### config.mk
export PLATFORM = sky130hd
export DESIGN_NAME = score_counter_flat
export DESIGN_NICKNAME = d
export VERILOG_FILES = /design/src/rtl/score_counter_if.sv /design/src/rtl/score_counter.sv /design/src/flat_wrapper.sv
export SDC_FILE = /design/constraint.sdc
export NUM_CORES = 1
export LEC_CHECK = 0
export CAP_MARGIN = 15
export CORE_ASPECT_RATIO = 1.1
export CORE_MARGIN = 3
export CORE_UTILIZATION = 51
export CTS_CLUSTER_DIAMETER = 120
export CTS_CLUSTER_SIZE = 16
export DETAILED_ROUTE_END_ITERATION = 10
export PLACE_DENSITY = 0.8
export SKIP_CTS_REPAIR_TIMING = 1
export SYNTH_ARGS = -nofsm -noshare
export SYNTH_HDL_FRONTEND = slang
export SYNTH_SLANG_ARGS = --single-unit
### constraint.sdc
create_clock -name clk -period 4.34 [get_ports clk]
set_clock_uncertainty 0.15 [all_clocks]
set_input_delay 0.651 -clock clk [delete_from_list [all_inputs] [get_ports clk]]
set_output_delay 0.651 -clock clk [all_outputs]
set_load 0.005 [all_outputs]
### src/rtl/score_counter_if.sv
// Bus between the score accumulator and its environment.
// master drives the event and clear inputs; slave is the counter and drives the results.
interface score_counter_if;
    logic        clr;
    logic        add_evt;
    logic [3:0]  add_amt;
    logic        sub_evt;
    logic [3:0]  score_0;
    logic [3:0]  score_1;
    logic [3:0]  score_2;
    logic [3:0]  score_3;
    logic [15:0] hi_score;
    logic        busy;
    logic        sat;

    modport master (
        output clr, add_evt, add_amt, sub_evt,
        input  score_0, score_1, score_2, score_3, hi_score, busy, sat
    );

    modport slave (
        input  clr, add_evt, add_amt, sub_evt,
        output score_0, score_1, score_2, score_3, hi_score, busy, sat
    );
endinterface

### src/rtl/score_counter.sv
// score_counter: 4-digit BCD score accumulator with saturation and high-score tracking.
// Arithmetic runs one BCD digit per cycle on a working copy; the visible score only
// changes in CMP, so the display never shows a half-propagated carry or borrow.
//
//   state | meaning
//   ------+---------------------------------------------------------------
//   IDLE  | waiting for a pending add/sub; add wins when both are pending
//   ADD   | 4 cycles, one digit each (ones first), carry rippled
//   SUB   | 4 cycles, one digit each (ones first), borrow rippled
//   CMP   | commit working value, update hi_score, release the event slot
module score_counter #(
    parameter int unsigned PENALTY   = 1,
    parameter bit          EDGE_ONLY = 1'b1
) (
    input  logic           clk,
    input  logic           reset_n,
    score_counter_if.slave bus
);

    localparam logic [3:0]  PEN_BCD = (PENALTY > 9) ? 4'd9 : 4'(PENALTY);
    localparam logic [15:0] BCD_MAX = 16'h9999;

    typedef enum logic [1:0] {
        S_IDLE = 2'd0,
        S_ADD  = 2'd1,
        S_SUB  = 2'd2,
        S_CMP  = 2'd3
    } state_t;

    state_t      r_state;
    state_t      w_state_nxt;

    logic        r_add_q;
    logic        r_sub_q;
    logic        w_add_edge;
    logic        w_sub_edge;
    logic        w_add_req;
    logic        w_sub_req;

    logic        r_add_pend;
    logic        r_sub_pend;
    logic        w_add_pend_nxt;
    logic        w_sub_pend_nxt;

    logic [3:0]  w_amt_in;
    logic [3:0]  r_add_amt;
    logic [3:0]  w_add_opnd;

    logic [3:0]  r_opnd;
    logic        r_op_sub;
    logic [15:0] r_work;
    logic [1:0]  r_idx;
    logic        r_cy;

    logic [15:0] r_score;
    logic [15:0] r_hi;
    logic        r_sat;
    logic        r_post;

    logic [3:0]  w_dig_a;
    logic [3:0]  w_dig_b;
    logic [3:0]  w_dig_res;
    logic        w_cy_out;
    logic [4:0]  w_t;

    // Out-of-range addends saturate to a single digit 9.
    assign w_amt_in = (bus.add_amt > 4'd9) ? 4'd9 : bus.add_amt;

    // In level mode the input itself is the request; the slot logic still dedups it.
    assign w_add_edge = EDGE_ONLY ? (bus.add_evt & ~r_add_q) : bus.add_evt;
    assign w_sub_edge = EDGE_ONLY ? (bus.sub_evt & ~r_sub_q) : bus.sub_evt;

    // A fresh edge is usable in IDLE on the same cycle it arrives, which is
    // what puts the first ADD/SUB cycle right after the sampling edge.
    assign w_add_req  = r_add_pend | w_add_edge;
    assign w_sub_req  = r_sub_pend | w_sub_edge;

    // A queued add keeps the amount captured when its edge arrived.
    assign w_add_opnd = r_add_pend ? r_add_amt : w_amt_in;

    // Input history for edge detection; keeps running through clr.
    always_ff @(posedge clk or negedge reset_n) begin
        if (!reset_n) begin
            r_add_q <= 1'b0;
            r_sub_q <= 1'b0;
        end else begin
            r_add_q <= bus.add_evt;
            r_sub_q <= bus.sub_evt;
        end
    end

    // Event slots: set on edge, edges into an occupied slot are dropped,
    // the consumed slot is released in CMP.
    always_comb begin
        w_add_pend_nxt = r_add_pend | w_add_edge;
        w_sub_pend_nxt = r_sub_pend | w_sub_edge;
        if (r_state == S_CMP) begin
            if (r_op_sub) begin
                w_sub_pend_nxt = 1'b0;
            end else begin
                w_add_pend_nxt = 1'b0;
            end
        end
    end

    // One BCD digit of add or subtract; operand only enters at the ones digit.
    always_comb begin
        w_dig_a   = r_work[{r_idx, 2'b00} +: 4];
        w_dig_b   = (r_idx == 2'd0) ? r_opnd : 4'd0;
        w_t       = 5'd0;
        w_cy_out  = 1'b0;
        if (r_op_sub) begin
            w_t = {1'b0, w_dig_b} + {4'd0, r_cy};
            if ({1'b0, w_dig_a} < w_t) begin
                w_t      = {1'b0, w_dig_a} + 5'd10 - w_t;
                w_cy_out = 1'b1;
            end else begin
                w_t      = {1'b0, w_dig_a} - w_t;
            end
        end else begin
            w_t = {1'b0, w_dig_a} + {1'b0, w_dig_b} + {4'd0, r_cy};
            if (w_t > 5'd9) begin
                w_t      = w_t - 5'd10;
                w_cy_out = 1'b1;
            end
        end
        w_dig_res = w_t[3:0];
    end

    // State register.
    always_ff @(posedge clk or negedge reset_n) begin
        if (!reset_n) begin
            r_state <= S_IDLE;
        end else begin
            r_state <= w_state_nxt;
        end
    end

    // Next-state logic; clr overrides everything.
    always_comb begin
        w_state_nxt = r_state;
        case (r_state)
            S_IDLE: begin
                if (w_add_req) begin
                    w_state_nxt = S_ADD;
                end else if (w_sub_req) begin
                    w_state_nxt = S_SUB;
                end
            end
            S_ADD, S_SUB: begin
                if (r_idx == 2'd3) begin
                    w_state_nxt = S_CMP;
                end
            end
            S_CMP:   w_state_nxt = S_IDLE;
            default: w_state_nxt = S_IDLE;
        endcase
        if (bus.clr) begin
            w_state_nxt = S_IDLE;
        end
    end

    // Datapath: operand latch, digit-serial working register, commit and high score.
    always_ff @(posedge clk or negedge reset_n) begin
        if (!reset_n) begin
            r_add_pend <= 1'b0;
            r_sub_pend <= 1'b0;
            r_add_amt  <= 4'd0;
            r_opnd     <= 4'd0;
            r_op_sub   <= 1'b0;
            r_work     <= 16'd0;
            r_idx      <= 2'd0;
            r_cy       <= 1'b0;
            r_score    <= 16'd0;
            r_hi       <= 16'd0;
            r_sat      <= 1'b0;
            r_post     <= 1'b0;
        end else begin
            r_post <= 1'b0;
            if (bus.clr) begin
                r_add_pend <= 1'b0;
                r_sub_pend <= 1'b0;
                r_idx      <= 2'd0;
                r_cy       <= 1'b0;
                r_score    <= 16'd0;
                r_sat      <= 1'b0;
            end else begin
                r_add_pend <= w_add_pend_nxt;
                r_sub_pend <= w_sub_pend_nxt;
                if (w_add_edge && !r_add_pend) begin
                    r_add_amt <= w_amt_in;
                end
                case (r_state)
                    S_IDLE: begin
                        if (w_add_req) begin
                            r_opnd   <= w_add_opnd;
                            r_op_sub <= 1'b0;
                            r_work   <= r_score;
                            r_idx    <= 2'd0;
                            r_cy     <= 1'b0;
                        end else if (w_sub_req) begin
                            r_opnd   <= PEN_BCD;
                            r_op_sub <= 1'b1;
                            r_work   <= r_score;
                            r_idx    <= 2'd0;
                            r_cy     <= 1'b0;
                        end
                    end
                    S_ADD, S_SUB: begin
                        r_work[{r_idx, 2'b00} +: 4] <= w_dig_res;
                        r_cy  <= w_cy_out;
                        r_idx <= r_idx + 2'd1;
                        // Carry/borrow out of the thousands digit clamps the result.
                        if ((r_idx == 2'd3) && w_cy_out) begin
                            if (r_op_sub) begin
                                r_work <= 16'd0;
                            end else begin
                                r_work <= BCD_MAX;
                                r_sat  <= 1'b1;
                            end
                        end
                    end
                    S_CMP: begin
                        r_score <= r_work;
                        // Packed BCD orders the same as binary, so a plain compare works.
                        if (r_work > r_hi) begin
                            r_hi <= r_work;
                        end
                        r_post <= 1'b1;
                    end
                    default: ;
                endcase
            end
        end
    end

    // busy stays up for one cycle past the commit so the operation window covers it.
    assign bus.score_0  = r_score[3:0];
    assign bus.score_1  = r_score[7:4];
    assign bus.score_2  = r_score[11:8];
    assign bus.score_3  = r_score[15:12];
    assign bus.hi_score = r_hi;
    assign bus.busy     = (r_state != S_IDLE) | r_post;
    assign bus.sat      = r_sat;

endmodule
### src/flat_wrapper.sv
// flat-port wrapper written by rule: the top's interface ports become plain ports
module score_counter_flat 
#(
    parameter int unsigned PENALTY   = 1,
    parameter bit          EDGE_ONLY = 1'b1
)
  (clk, reset_n, bus_clr, bus_add_evt, bus_add_amt, bus_sub_evt, bus_score_0, bus_score_1, bus_score_2, bus_score_3, bus_hi_score, bus_busy, bus_sat);
  score_counter_if bus_i ();
  input  logic clk;
  input  logic reset_n;
  input wire logic [$bits(bus_i.clr)-1:0] bus_clr;
  input wire logic [$bits(bus_i.add_evt)-1:0] bus_add_evt;
  input wire logic [$bits(bus_i.add_amt)-1:0] bus_add_amt;
  input wire logic [$bits(bus_i.sub_evt)-1:0] bus_sub_evt;
  output wire logic [$bits(bus_i.score_0)-1:0] bus_score_0;
  output wire logic [$bits(bus_i.score_1)-1:0] bus_score_1;
  output wire logic [$bits(bus_i.score_2)-1:0] bus_score_2;
  output wire logic [$bits(bus_i.score_3)-1:0] bus_score_3;
  output wire logic [$bits(bus_i.hi_score)-1:0] bus_hi_score;
  output wire logic [$bits(bus_i.busy)-1:0] bus_busy;
  output wire logic [$bits(bus_i.sat)-1:0] bus_sat;
  assign bus_i.clr = bus_clr;
  assign bus_i.add_evt = bus_add_evt;
  assign bus_i.add_amt = bus_add_amt;
  assign bus_i.sub_evt = bus_sub_evt;
  assign bus_score_0 = bus_i.score_0;
  assign bus_score_1 = bus_i.score_1;
  assign bus_score_2 = bus_i.score_2;
  assign bus_score_3 = bus_i.score_3;
  assign bus_hi_score = bus_i.hi_score;
  assign bus_busy = bus_i.busy;
  assign bus_sat = bus_i.sat;
  score_counter #(.PENALTY(PENALTY), .EDGE_ONLY(EDGE_ONLY)) u_core (.clk(clk), .reset_n(reset_n), .bus(bus_i));
endmodule
[Yosys cells after proc, flatten, opt, wreduce, memory -nomap -nowiden]
Cells that the tools add are included.
Word-level totals
  register bits after elaboration: 68
  bits of input ports: 9
  output and inout port bits: 34
  logic and storage cells: 113
Cells by class
  add/subtract/negate cells: 9
  magnitude comparators: 4
  eq/ne operators: 8
  shift operators: 3
  multiplexer cells: 46
  bitwise operators: 8
  reduce and logical (&&, ||, !) cells: 20
Operators by type and width (count)
  two-way mux 16 bit: 6
  two-way mux 4 bit: 8
  case mux 16 bit (2 select lines): 1
  two-way mux 1 bit: 20
  bitwise mux 16 bit: 1
  > comparator 16 bit: 1
  variable shift 4 x 6 -> 16 bit (first input constant): 1
  variable part select 16 x 5 -> 4 bit: 1
  variable part select 4 x 6 -> 16 bit: 1
  two-way mux 2 bit: 7
  AND reduction 3 bit: 4
  nonzero test 2 bit: 6
  subtractor 4 bit: 2
  equality test 2 bit (second input constant): 3
  negator 4 -> 6 bit: 1
  case mux 2 bit (3 select lines): 1
  AND reduction 2 bit: 3
  adder 4 x 1 -> 5 bit: 1
  adder 4 x 4 -> 5 bit: 1
  adder 5 x 1 -> 5 bit: 1
  > comparator 5 x 4 -> 1 bit (second input constant): 1
  < comparator 4 x 5 -> 1 bit: 1
  adder 4 bit (second input constant): 1
  > comparator 4 bit (second input constant): 1
  other kinds (17): 24

[Logic depth before layout (Yosys ltp)]
Gate-level depths: netlist of run 1.
  depth in word-level cells: 11
  mapped depth: 19
  depth with buffers taken out: 16

[Worst setup path after synthesis of run 1]
Ideal clock, no wire load.
  kind: register to register
  start: register u_core.r_idx[0]
  end: register u_core.r_work[0]
  setup time: 0.082 ns
  arrival: 3.898 ns
  data required time: 4.108 ns
  slack: 0.210 ns
  cell stages (with the launch flop): 19
  path buffers: 2
  clock period less this slack: 4.130 ns
  cell sequence: dfrtp_1 buf_6 inv_1 ha_1 and2_1 clkbuf_1 xor2_1 ha_1 nor2_1 inv_1 fa_1 xor2_4 inv_2 a2111o_1 o32ai_2 nor3_2 o21ai_0 o21ai_1 a31oi_1
Between the ends
  longest elaborated chain between the ends: 11
  elaborated cells between the ends (all ways): 26
  those cells by class: add/sub (8); order compare (2); eq/ne (1); shift (3); mux (10); reduce/logical (2)
RTL lines
  start: declaration: RTL line score_counter.sv:52  | logic [1:0] r_idx;
  start signal: assignment: RTL line score_counter.sv:212  | r_idx <= r_idx + 2'd1;
  parallel branches: the longest is 9 deep, another holds adder 4 x 4 -> 5 bit
  two-way mux 16 bit (*): RTL line score_counter.sv:214  | if ((r_idx == 2'd3) && w_cy_out) begin
  case mux 16 bit (2 select lines) (*): RTL line score_counter.sv:193  | case (r_state)
  end signal: assignment: RTL line score_counter.sv:198  | r_work <= r_score;
  end signal: assignment: RTL line score_counter.sv:204  | r_work <= r_score;
  end signal: indexed assignment: RTL line score_counter.sv:210  | r_work[{r_idx, 2'b00} +: 4] <= w_dig_res;
  end: declaration: RTL line score_counter.sv:51  | logic [15:0] r_work;
Every way passes the cells marked *.
A chain may end at the register's enable or synchronous reset.

[Worst setup path in the final report of run 1]
  start: register u_core.r_work[8]
  end: register u_core.r_work[8]
Between the ends
  longest elaborated chain between the ends: 10
  elaborated cells between the ends (all ways): 20
  those cells by class: add/sub (6); order compare (2); shift (2); mux (9); reduce/logical (1)
RTL lines
  variable part select 16 x 5 -> 4 bit: RTL line score_counter.sv:108  | w_dig_a = r_work[{r_idx, 2'b00} +: 4];
  adder 4 x 4 -> 5 bit: RTL line score_counter.sv:121  | w_t = {1'b0, w_dig_a} + {1'b0, w_dig_b} + {4'd0, r_cy};
  adder 5 x 1 -> 5 bit: RTL line score_counter.sv:121
  subtractor 4 bit or > comparator 5 x 4 -> 1 bit (tied branches): RTL line score_counter.sv:123, score_counter.sv:122
  two-way mux 4 bit: RTL line score_counter.sv:122  | if (w_t > 5'd9) begin
  two-way mux 4 bit: RTL line score_counter.sv:112  | if (r_op_sub) begin
  variable part select 4 x 6 -> 16 bit: RTL line score_counter.sv:210
  bitwise mux 16 bit: RTL line score_counter.sv:210
  two-way mux 16 bit (*): RTL line score_counter.sv:214
  case mux 16 bit (2 select lines) (*): RTL line score_counter.sv:193
Every way passes the cells marked *; elsewhere a longest branch is shown, timed or not.

==> summary.md, run 1 <==
| Metric | Value |
|---|---|
| Top-count cell post-synth | dfrtp_1 |
| Finished Layout Cells | between 600 and 700 |
| Post-synth EDFFs | 0 |
| Synth area leader | dfrtp_1 |
| Avg WL per Cell | 17.9 µm |
| Reg clk slew, reported paths | 0.09 ns |
| Core area | ~8400 µm² |
| Slew headroom | approximately 41% |
| Worst Path Required | approximately 4.4 ns |
| Avg Cell Area, Syn | a little over 10 µm² |
| Hold Fails Final Rpt | 0 |
| H-tree Lvls | 3 |
| First-pass GRT wire length | 18.4 mm |
| Max Cap Viol | 0 |
| Worst path cell trace | mux4_2 -> xor2_1 -> ha_1 -> nor2_1 -> inv_1 -> fa_2 -> inv_1 -> a2111o_1 -> o32ai_2 -> o41a_1 -> nand2_1 -> a31oi_1 -> o22ai_1 |
| Run status | complete, no violations |
| CP startpoint kind | register |
| Max-slew violations | 0 |
| CTS tree | done |
| Netlist cell types | 62 |
| Initial DRC Count | about 260 |
| Most used DFF post-synth | dfrtp_1 |
| Mapped Cells | roughly 440 |
| Placed instance area | around 5000 µm² |
| Post-route cell area | 5300 µm² |
| Worst-Skew Late Latency | 0.35 ns |
| Proportion of layout cells with a drive suffix above 1 | 13.1% |
| CP endpoint kind | register |
| WHS | 0.231 ns |
| Register area share after synthesis | 38.4% |
| TritonRoute pass-1 iters | 5 |
| Commonest cells post-synth | dfrtp_1 (68), inv_1 (43), nor2_1 (43) |
| Critical path class | register to register |
| Initial antenna violation count | 0 |
| Hold Crit Class | primary input to asynchronous set/reset pin |
| Seq cells post-synth | 68 |
| Root Driver | clkbuf_8 |
| Starting utilization of the core area | about 53% |
| FMAX | approximately 240 MHz |
| Post-route DRC | 0 |
| # rows | 35 |
| Post-route ant nets | 0 |
| Clock Sinks | just under 70 |
| RSZ-0062 raised after global routing | false |
| Fin util | a little over three fifths |
| Antenna cells | 0 |
| Fillers | between 600 and 700 |
| CP peak stage delay | about 0.63 ns |
| Syn Nets | 489 |
| Max Buffers Root-to-Sink | 2 |
| Placed Cells | 589 |
| Final WL | approximately 11 mm |
| Total GRT Usage | 23.6% |
| Worst-Margin Slew | slightly below 0.9 ns |
| Via density | between 5 and 6 |
| CP max stage cell | fa_2 |
| Max FO, Critical Path | 6 |
| Synth top area cells | dfrtp_1 (38%), ha_1 (11%), mux2i_1 (5.4%) |
| Setup Viol. Count Final | 0 |
| Post-DP HPWL | between 8 and 9 mm |
| Fin nets | around 540 |
| Gr ovfl total | 0 |
| Die height | just over 100 µm |
| Ys Warns | 0 |
| Synth top area share | around two fifths |
| Final min period | approximately 4.2 ns |
| Largest net degree at the start of global routing | 38 |
| Synth-to-Final Area Change | 19.6% |
| Vias | between 3000 and 4000 |
| CP most frequent cell | inv_1 |
| Post-Syn Area | 4430 µm² |
| Ys async rst share | 100% |
| Buf+Inv Stages, Crit Path | 2 |
| Die boundary width | 94.9 µm |
| CP delay by family, top | compound AO/OA/AOI/OAI gates |
| Die area | 9850 µm² |
| Num ports | 43 |
| Placer Congestion | about 0.90 |
| CTS buffer count | 9 |
| Port Buffers | 42 |
| Crit path arrival time | 4.25 ns |
| Vias in the first global route | 3706 |
| Crit share post-route | roughly 96% |
==> layer usage <==
layer	share of wire (%)	routed length, µm	global-route usage [%]	vias to the layer above
met5	0	0	0	-
met2	50	5430	37.6	129
met4	2.7	294	9.48	0
li1	-	-	-	1709
met3	5.9	643	5.01	30
met1	41	4510	30.9	1753
==> area by class of cell <==
cell class,instances,area (µm²),area share (%)
clock buffer,10,128,2.41
clock inverter,6,111,2.10
inverter,44,165,3.12
multi-input combinational,314,2530,47.7
sequential,68,1700,32.1
tap,111,139,2.62
timing repair buffer,54,526,9.91
==> flip-flops by register name, indices dropped and copies added (netlist names) <==
signal               flops
u_core.bus.hi_score     16
u_core.bus.sat           1
u_core.r_add_amt         4
u_core.r_add_pend        1
u_core.r_add_q           1
u_core.r_cy              1
u_core.r_idx             2
u_core.r_op_sub          1
u_core.r_opnd            4
u_core.r_post            1
u_core.r_score          16
u_core.r_state           2
u_core.r_sub_pend        1
u_core.r_sub_q           1
u_core.r_work           16
==> kinds of logic after synthesis <==
family                   after synthesis  share of synthesized area [%]
buffers and inverters                 57                           5.19
AO/OA/AOI/OAI                        115                           20.0
XOR/XNOR                               9                           2.20
adder cells (fa/ha/maj)               41                           12.1
flip-flops                            68                           38.4
multiplexers                          39                           10.2
AND/OR/NAND/NOR                      110                           11.9
==> metrics by stage <==
stage | setup TNS (ns) | worst slack [ns]
global route | 0 | 0.00175
finish | 0 | 0.156
floorplan | 0 | 0.210
detailed placement | 0 | 0.00965
global placement | 0 | 0.162
CTS | -0.000449 | -0.000449
==> worst paths after layout <==
check	from	to	slack [ns]	depth (start not counted)
worst max-delay path	u_core.r_work[8]$_DFFE_PN0P_	u_core.r_work[8]$_DFFE_PN0P_	0.16	13
worst min-delay path	reset_n	u_core.bus.hi_score[2]$_DFFE_PN0P_	0.23	1
worst max register to register	u_core.r_work[8]$_DFFE_PN0P_	u_core.r_work[8]$_DFFE_PN0P_	0.16	13
worst min register to register	u_core.r_add_amt[0]$_DFFE_PN0P_	u_core.r_add_amt[0]$_DFFE_PN0P_	0.34	2
max in group asynchronous	reset_n	u_core.r_idx[0]$_DFFE_PN0P_	2.84	2
min in group clk	u_core.r_add_amt[0]$_DFFE_PN0P_	u_core.r_add_amt[0]$_DFFE_PN0P_	0.34	2
==> cell usage in the layout (no fill, tap or decap), types with 6 or more instances in the layout <==
cell type / Yosys / final
a21o_1: 8 / 8
mux2_2: 11 / 11
nor2_1: 43 / 42
inv_1: 43 / 43
a32oi_1: 6 / 6
o21ai_0: 18 / 18
a31oi_1: 13 / 13
dfrtp_1: 68 / 66
mux2i_1: 24 / 24
clkbuf_8: 0 / 9
a21oi_1: 17 / 17
nand3_1: 10 / 10
ha_1: 38 / 38
clkdlybuf4s50_1: 0 / 41
and2_1: 6 / 6
buf_4: 2 / 11
o21ai_1: 6 / 6
nand2_1: 25 / 25
Power of run 1 is not shown: default switching activity piles up to over one toggle a cycle in this logic, so the estimate is an artifact.
==> run 2, diff against run 1 <==
PLACE_DENSITY = 0.83   (was 0.8)
==> summary.md, run 2 (same netlist as run 1, synthesis figures left out) <==
| Metric | Value |
|---|---|
| CP max stage cell | mux4_2 |
| Total GRT Usage | 24.3% (+0.76 points) |
| Placed instance area | 5000 µm² (-0.15%) |
| Vias in the first global route | 3759 (+1.4%) |
| # rows | 35 (unchanged) |
| CTS tree | done |
| Final WL | 11.5 mm (+5.8%) |
| Post-Route Setup TNS | 0 ns (unchanged) |
| Post-route DRC | 0 (unchanged) |
| Num ports | 43 (unchanged) |
| Antenna cells | 0 (unchanged) |
| Gr ovfl total | 0 (unchanged) |
| Initial DRC Count | 408 (+60%) |
| Crit path arrival time | 4.34 ns (+0.09 ns) |
| Slew headroom | 50.8% (+10 points) |
| Fin util | 63.2% (+0.15 points) |
| Worst R2R Setup Slack | 0.08 ns (-0.08 ns) |
| Worst-Margin Slew | 0.738 ns (-0.137 ns) |
| Hold Fails Final Rpt | 0 (unchanged) |
| Hold Crit Class | primary input to asynchronous set/reset pin |
| Reg clk slew, reported paths | 0.08 ns (about the same) |
| Fin nets | 545 (+0.74%) |
| Die boundary width | 94.9 µm (unchanged) |
| Commonest non-fill, non-tap cell in the layout | dfrtp_1 |
| Synth-to-Final Area Change | 19.9% |
| CP peak stage delay | 0.55 ns (-0.08 ns) |
| Starting utilization of the core area | 52.7% (unchanged) |
| First-pass GRT wire length | 18.8 mm (+2.0%) |
| CP startpoint kind | register |
| TritonRoute pass-1 iters | 6 (+1) |
| Die area | 9850 µm² (unchanged) |
| Final min period | 4.26 ns (+0.0758 ns) |
| Die height | 104 µm (unchanged) |
| FMAX | 235 MHz (-1.8%) |
| Post-route ant nets | 0 (unchanged) |
| Post-route cell area | 5310 µm² (+0.24%) |
| Proportion of layout cells with a drive suffix above 1 | 14.0% (+0.90 points) |
| Largest net degree at the start of global routing | 38 (unchanged) |
| Crit share post-route | 98.2% (+1.7 points) |
| Placer Congestion | 1.00 (+12%) |
| Buf+Inv Stages, Crit Path | 2 (unchanged) |
| Worst-Skew Late Latency | 0.36 ns (about the same) |
| Root Driver | clkbuf_8 |
| Worst Path Required | 4.42 ns (about the same) |
| Run status | complete, no violations |
| Clock Sinks | 68 (unchanged) |
| Worst path cell trace | mux4_2 -> xor2_1 -> ha_1 -> nor2_1 -> inv_1 -> fa_1 -> xor2_4 -> inv_2 -> a2111o_1 -> o32ai_4 -> o41a_1 -> nand2_1 -> a31oi_1 -> o22ai_1 |
| Max Cap Viol | 0 (unchanged) |
| Critical path class | register to register |
| Most frequent cells in the layout | dfrtp_1 (67), inv_1 (43), nor2_1 (42) |
| Avg WL per Cell | 18.8 µm (+5.1%) |
| CP delay by family, top | compound AO/OA/AOI/OAI gates |
| Initial antenna violation count | 0 (unchanged) |
| Setup Viol. Count Final | 0 (unchanged) |
| Post-DP HPWL | 8.28 mm (+2.1%) |
| Vias | 3844 (+6.2%) |
| H-tree Lvls | 3 (unchanged) |
| Max Buffers Root-to-Sink | 2 (unchanged) |
| CP endpoint kind | register |
| Max FO, Critical Path | 5 (-1) |
| Port Buffers | 42 (unchanged) |
| CTS buffer count | 9 (unchanged) |
| Via density | 6.29 (+5.5%) |
| Core area | 8410 µm² (unchanged) |
| Max-slew violations | 0 (unchanged) |
-- run 2: stage by stage --
stage / std cells / setup WS (ns) / hold WS, ns
finish: 611 / 0.0798 / 0.192
global route: 611 / -0.0181 / 0.226
CTS: 604 / -0.0347 / 0.207
detailed placement: 588 / -0.0211 / 0.331
global placement: 588 / 0.221 / 0.312
floorplan: 439 / 0.210 / 0.205
-- run 2: cell type report --
class	count	area [µm²]
sequential	68	1700
clock inverter	5	58.8
multi-input combinational	314	2550
inverter	44	165
clock buffer	11	151
fill	637	3090
tap	111	139
timing repair buffer	58	548
-- run 2: per-layer routing --
layer	vias to the layer above	track usage (%)	part of all wire [%]	wire, µm
met2	228	37.7	48	5490
met4	0	11.8	3.7	421
met1	1871	32.8	41	4740
li1	1709	-	-	-
met5	-	0	0	0
met3	36	3.99	7.5	864
-- run 2: worst paths after layout --
path,endpoint,from,depth (start not counted)
hold reg to reg,u_core.r_add_amt[0]$_DFFE_PN0P_,u_core.r_add_amt[0]$_DFFE_PN0P_,2
setup reg to reg,u_core.r_work[4]$_DFFE_PN0P_,u_core.r_work[12]$_DFFE_PN0P_,14
hold / removal,u_core.bus.hi_score[1]$_DFFE_PN0P_,reset_n,1
min in group clk,u_core.r_add_amt[0]$_DFFE_PN0P_,u_core.r_add_amt[0]$_DFFE_PN0P_,2
setup / recovery,u_core.r_work[4]$_DFFE_PN0P_,u_core.r_work[12]$_DFFE_PN0P_,14
max in group asynchronous,u_core.r_idx[1]$_DFFE_PN0P_,reset_n,2
Power of run 2 is left out for the same reason.
